## src/rtl/therm_dwa.sv

```systemverilog
// Data-weighted-averaging rotator for a 31-element unit DAC: rotates each
// accepted thermometer code by a running pointer and flags malformed codes.
module therm_dwa #(
  parameter int N  = 31,
  parameter int PW = 5
) (
  input  logic          clk,
  input  logic          rst,
  input  logic          en,
  input  logic          dem_en,
  input  logic [N-1:0]  in,
  output logic [N-1:0]  out,
  output logic [PW-1:0] ptr,
  output logic          err
);

  logic [N-1:0]   in_inc;
  logic           valid;
  logic [PW-1:0]  count;
  logic [2*N-1:0] rot_wide;
  logic [N-1:0]   rotated;
  logic [PW:0]    ptr_sum;
  logic [PW-1:0]  ptr_next;

  // Valid iff ones are contiguous from bit 0; all-ones wraps in_inc to zero.
  always_comb begin
    in_inc = in + N'(1);
    valid  = ((in & in_inc) == '0);
  end

  always_comb begin
    count = '0;
    for (int unsigned i = 0; i < N; i++) begin
      count = count + PW'(in[i]);
    end
  end

  // Shifting a doubled copy makes the upper half a rotate-left by ptr within N bits.
  always_comb begin
    rot_wide = {in, in} << ptr;
    rotated  = rot_wide[2*N-1:N];
  end

  always_comb begin
    ptr_sum = {1'b0, ptr} + {1'b0, count};
    if (ptr_sum >= (PW+1)'(N)) begin
      ptr_sum = ptr_sum - (PW+1)'(N);
    end
    ptr_next = ptr_sum[PW-1:0];
  end

  always_ff @(posedge clk) begin
    if (rst) begin
      out <= '0;
      ptr <= '0;
      err <= 1'b0;
    end else if (en) begin
      if (!valid) begin
        err <= 1'b1;
      end else if (dem_en) begin
        out <= rotated;
        ptr <= ptr_next;
        err <= 1'b0;
      end else begin
        out <= in;
        ptr <= '0;
        err <= 1'b0;
      end
    end
  end

endmodule

```

## config.mk

```make
export PLATFORM = sky130hd
export DESIGN_NAME = therm_dwa
export DESIGN_NICKNAME = d
export VERILOG_FILES = /design/src/rtl/therm_dwa.sv
export SDC_FILE = /design/constraint.sdc
export NUM_CORES = 1
export LEC_CHECK = 0
export ABC_CLOCK_PERIOD_IN_PS = 8500
export CAP_MARGIN = 20
export CORE_MARGIN = 2
export CORE_UTILIZATION = 35
export CTS_CLUSTER_DIAMETER = 100
export DETAILED_ROUTE_END_ITERATION = 8
export GPL_TIMING_DRIVEN = 0
export PLACE_DENSITY = 0.66
export SLEW_MARGIN = 25
export SYNTH_ARGS = -nofsm -noshare
export SYNTH_HDL_FRONTEND = slang
export SYNTH_SLANG_ARGS = --single-unit
```

## constraint.sdc

```tcl
create_clock -name clk -period 8.5 [get_ports clk]
set_input_delay 1.7 -clock clk [delete_from_list [all_inputs] [get_ports clk]]
set_output_delay 1.7 -clock clk [all_outputs]
set_load 0.01 [all_outputs]
```

* Word level (Yosys, flattened, before mapping)
Cells that the tools add are included.
** Storage, ports and cells
- Input port bits :: 35
- Bits in registers :: 37
- Word-level logic and storage cells :: 45
- Output and inout port bits :: 37
** Cells by class
- Add/sub/neg operators :: 33
- Bitwise logic cells :: 1
- Shift-type cells :: 1
- Magnitude comparators :: 1
- Reductions and logical operators :: 2
- Muxes and demuxes :: 4
** Operators by type and width (number)
- adder 5 x 1 -> 5 bit :: 26
- << shifter 62 x 5 -> 62 bit :: 1
- adder 31 x 1 -> 31 bit (second input constant) :: 1
- AND 31 bit :: 1
- logical NOT 31 bit :: 1
- two-way mux 31 bit :: 1
- two-way mux 5 bit :: 2
- adder 5 x 5 -> 6 bit :: 1
- greater-or-equal comparator 6 x 5 -> 1 bit (second input constant) :: 1
- adder 4 x 1 -> 5 bit :: 1
- subtractor 5 bit (second input constant) :: 1
- adder 3 x 1 -> 4 bit :: 1
- adder 2 x 1 -> 3 bit :: 1
- adder 1 x 1 -> 2 bit :: 1
- AND reduction 2 bit :: 1
- two-way mux 1 bit :: 1

* Logic depth before layout (Yosys ltp)
- Word-level depth :: 34
- Depth in mapped cells :: 20
- Mapped depth without buffers :: 19

* Least setup slack after synthesis
OpenSTA, ideal clock, no wires.
- Path kind :: input -> register
- From :: in in[27]
- To :: reg ptr[1]
- Stages :: 19
- Data required time :: 8.368 ns
- Arrival :: 6.802 ns
- Setup slack :: 1.565 ns
- Buffers on the path :: 1
- Cell sequence :: clkbuf_1 > inv_1 > fa_1 > fa_1 > inv_1 > fa_1 > fa_1 > fa_1 > inv_1 > fa_1 > inv_1 > ha_1 > a211oi_1 > nor4b_1 > a2111oi_0 > a21oi_1 > mux2_2 > nand4_1 > a21oi_1
** Between the ends
- Word-level cells in the longest chain between the ends :: 8
- Elaborated cells between the ends (all ways) :: 13
- Those cells by class :: add/sub: 7; order compare: 1; mux: 2; bitwise: 1; reduce/logical: 2
** RTL lines
- from (decl) :: RTL line 11 : input logic [N-1:0] in,
- adder 5 x 1 -> 5 bit (4 in series) :: RTL line 34 : count = count + PW'(in[i]);
- adder 5 x 5 -> 6 bit :: RTL line 45 : ptr_sum = {1'b0, ptr} + {1'b0, count};
- subtractor 5 bit or greater-or-equal comparator 6 x 5 -> 1 bit (tied branches) :: RTL line 47, 46
- two-way mux 5 bit :: RTL line 46 : if (ptr_sum >= (PW+1)'(N)) begin
- two-way mux 5 bit :: RTL line 60 : end else if (dem_en) begin
- to (signal assigned) :: RTL line 62 : ptr <= ptr_next;
- to (decl) :: RTL line 13 : output logic [PW-1:0] ptr,
Parallel ways exist; a longest one is shown, timed or not.
A chain may end at the register's enable or synchronous reset.

* Final worst setup path
- From :: in in[5]
- To :: reg ptr[2]
** Between the ends
- Word-level cells in the longest chain between the ends :: 30
- Elaborated cells between the ends (all ways) :: 35
- Those cells by class :: add/sub: 29; order compare: 1; mux: 2; bitwise: 1; reduce/logical: 2
** RTL lines (RTL line)
- adder 5 x 1 -> 5 bit (26 in series) :: 34
- adder 5 x 5 -> 6 bit :: 45
- subtractor 5 bit or greater-or-equal comparator 6 x 5 -> 1 bit (tied branches) :: 47, 46
- two-way mux 5 bit :: 46
- two-way mux 5 bit :: 60
Parallel ways exist; a longest one is shown, timed or not.

==> results.md <==
* CTS tree: yes
* Inst Count DP at 750
* R2r setup slk at 3.09 ns
* Critical Path RT at 8.71 ns
* Status: complete, no violations
* Period utilization at between 90% and 100%
* Post-synth EDFFs at 0
* Initial DRC count at 600
* # DRC at 0
* Register Area at 741 um^2
* Fin nets at 656
* Final cell count without fillers at 758
* CP Capture Type: register
* Post-synthesis sequential area ratio at 15.4%
* Setup TNS at 0 ns
* RSZ-0062 raised after global routing: false
* Cell mode on critical path: fa_1
* Final Hold Vio Count at 0
* Crit start category: input port
* Post-CTS Repair Setup Buffers at 0
* Max cap viols at 0
* Clk buf depth at 2
* Via/cell ratio at 6.26
* Slew Limit Fails at 0
* Area of the die at 14700 um^2
* TritonCTS Buffers at 5
* Die Span X at 121 um
* Cell Rows at 42
* Area growth from synthesis to layout at 21.0%
* Clock Pin Slew Worst Setup and Hold Paths at 0.06 ns
* VDD IR max at roughly 190 uV
* ANT nets after route at 0
* Post-synthesis cell count at 509
* Area taken by multi-input logic gates at 3600 um^2
* Vias in the first global route at 4685
* Most used DFF post-synth: dfxtp_1
* Asr flop ratio synth at 0%
* Max_slew headroom at 41.1%
* Hold bufs inserted after CTS at 0
* Worst Path Arrival at around 8.2 ns
* Clk root buf: clkbuf_16
* Register bit total from synthesis at 37
* Dpl cell area at 5680 um^2
* I/O pins at 72
* Post-CTS sizing at 0
* Ant diodes at 0
* Fin area at 5820 um^2
* P_leak at 1.94 nW
* Die height at 121 um
* Final setup fails at 0
* Initial antenna violation count at 0
* Grt total ovfl at 0
* H-Tree Depth at 2
* Critical Path Fanout Max at 9
* Cell Area, Synth at 4810 um^2
* Critical path's largest stage delay at roughly 0.79 ns
* Routed len/inst at between 20 and 25 um
* Synth unique cells at 58
* Vias at 4748
* Tmin final at 7.99 ns
* Initial Util at between 30% and 40%
* Skew final at roughly 0.0057 ns
* Pwr/cell area at approximately 200 nW/um^2
* Global router's overall resource usage at 24.2%
* Layout cells sized above 1 at 14.1%
* First drt pass iteration count at 5
* Gp weighted congestion at 1.00
* Hold Crit Class: register to register
* Worst-skew pair later-pin latency at ~0.28 ns
* Post-Syn Nets at 584
* First-pass GRT wire length at 27.2 mm
* Worst Max-Slew Pin Slew at 0.878 ns
* Synthesized area per cell at 9.44 um^2
* # fillers at 1328
* Critical path's slowest cell: clkdlybuf4s50_1
* Yosys Warn Count at 0
* Max Clock Freq at between 0.1 and 0.15 GHz
* CP Cell Sequence: clkdlybuf4s50_1 -> inv_1 -> fa_1 -> fa_1 -> inv_1 -> fa_1 -> fa_1 -> fa_1 -> inv_1 -> fa_1 -> inv_1 -> ha_1 -> a211oi_1 -> nor4b_1 -> a2111oi_0 -> a21oi_1 -> nor3b_1 -> o2111ai_1 -> a21oi_1
* Core area at between 10000 and 15000 um^2
* Post-DP HPWL at roughly 14 mm
* Crit Path Category: input port to register
* Final wirelength at 17.9 mm
* Clock Sinks at 37
* Largest net degree at the start of global routing at 12
* Port Buffers at 65
final timing paths:
| check | end | start | cells past startpoint |
|---|---|---|---|
| worst max-delay path | ptr[2] | in[5] | 19 |
| worst min-delay path | out[12] | out[12] | 2 |
| worst max register to register | ptr[2] | ptr[1] | 15 |
| worst min register to register | out[12] | out[12] | 2 |
kinds of logic (layout without fill, tap and decap cells):
kind of cell               count (synthesis)  after routing  share of synthesized area, %
buffers and inverters                    110            183                          9.66
DFF                                       37             37                          15.4
muxes                                     95             95                          29.2
and+or+nand+nor                           52             52                          6.61
xor gates and xnor gates                   4              4                         0.729
adders and majority gates                 40             40                          14.5
AOI/OAI and AO/OA                        171            171                          24.0
critical path: cells and delay by family:
kind            cells  cell delay (ns)
fa+ha+maj           7             3.29
buf+inv             5             1.13
compound gates      5             1.68
simple gates        2             0.37
routing by layer:
| layer | track usage, % | part of all wire, % | routed length (um) |
|---|---|---|---|
| met3 | 4.28 | 10 | 1780 |
| met5 | 0 | 0 | 0 |
| met4 | 7.04 | 2.8 | 496 |
| met1 | 33.9 | 43 | 7600 |
| met2 | 38.4 | 45 | 8000 |
Yosys cell counts, types with 2 or more instances:
cell	n	area share (%)
o31ai_1	4	0.62
mux2i_1	32	6.7
xnor2_1	3	0.55
buf_2	4	0.42
o2111ai_1	34	6.2
mux4_2	25	12
o21ai_0	10	1.0
mux4_1	6	3.3
nand3_1	5	0.52
nand4_1	10	1.3
buf_6	6	1.4
a21o_1	2	0.31
a22oi_1	31	4.8
buf_1	14	1.1
mux2_2	32	7.5
nor3_1	3	0.31
o21ai_1	30	3.1
ha_1	14	3.6
a211oi_1	2	0.31
o41ai_1	4	0.73
nor2_1	4	0.31
fa_1	26	11
and3_1	3	0.39
a21oi_1	40	4.2
nand2_1	10	0.78
o22ai_1	2	0.26
clkbuf_1	30	2.3
dfxtp_1	37	15
or4_1	2	0.31
nand2b_1	2	0.26
inv_1	55	4.3
state kept, by name, indices dropped and copies added, names as in the netlist:
| name | flops |
|---|---|
| out | 31 |
| ptr | 5 |
| err | 1 |
power by group:
group / total (W) / internal, W / switching (W) / leakage [nW]
combinational: 0.000821 / 0.000349 / 0.000472 / 1.57
sequential: 0.000174 / 0.000174 / 0.000000285 / 0.298
clock: 0.000176 / 0.000108 / 0.0000683 / 0.0706
final cells by class:
cell class                 instances  share of cell area [%]
inverter                          55                    3.55
clock buffer                       6                    2.22
tap                              176                    3.79
buffer                            55                    4.43
sequential                        37                    12.7
clock inverter                     2                   0.172
timing repair buffer              65                    11.2
multi-input combinational        362                    61.9
layout by cell type (no fill, tap or decap), types with 3 or more instances in the layout:
cell type        instances
a21oi_1                 40
a22oi_1                 31
and3_1                   3
buf_1                   14
buf_2                    4
buf_6                    6
clkbuf_1                31
clkbuf_16                5
clkdlybuf4s50_1         65
dfxtp_1                 37
fa_1                    26
ha_1                    14
inv_1                   55
mux2_2                  32
mux2i_1                 32
mux4_1                   6
mux4_2                  25
nand2_1                 10
nand3_1                  5
nand4_1                 10
nor2_1                   4
nor3_1                   3
o2111ai_1               34
o21ai_0                 10
o21ai_1                 30
o31ai_1                  4
o41ai_1                  4
xnor2_1                  3
metrics by stage:
| stage | hold WS, ns | total power, W | setup WS, ns | util, % |
|---|---|---|---|---|
| after floorplan | 0.499 | 0.000789 | 1.57 | - |
| after global placement | 0.470 | 0.000956 | 0.377 | 42.5 |
| after detailed placement | 0.474 | 0.000987 | 0.264 | 42.5 |
| after CTS | 0.482 | 0.00117 | 0.525 | 43.6 |
| after global routing | 0.503 | 0.00128 | 0.0678 | 43.6 |
| final | 0.483 | 0.00117 | 0.511 | 43.6 |
Power figures use the tool's default switching activity.
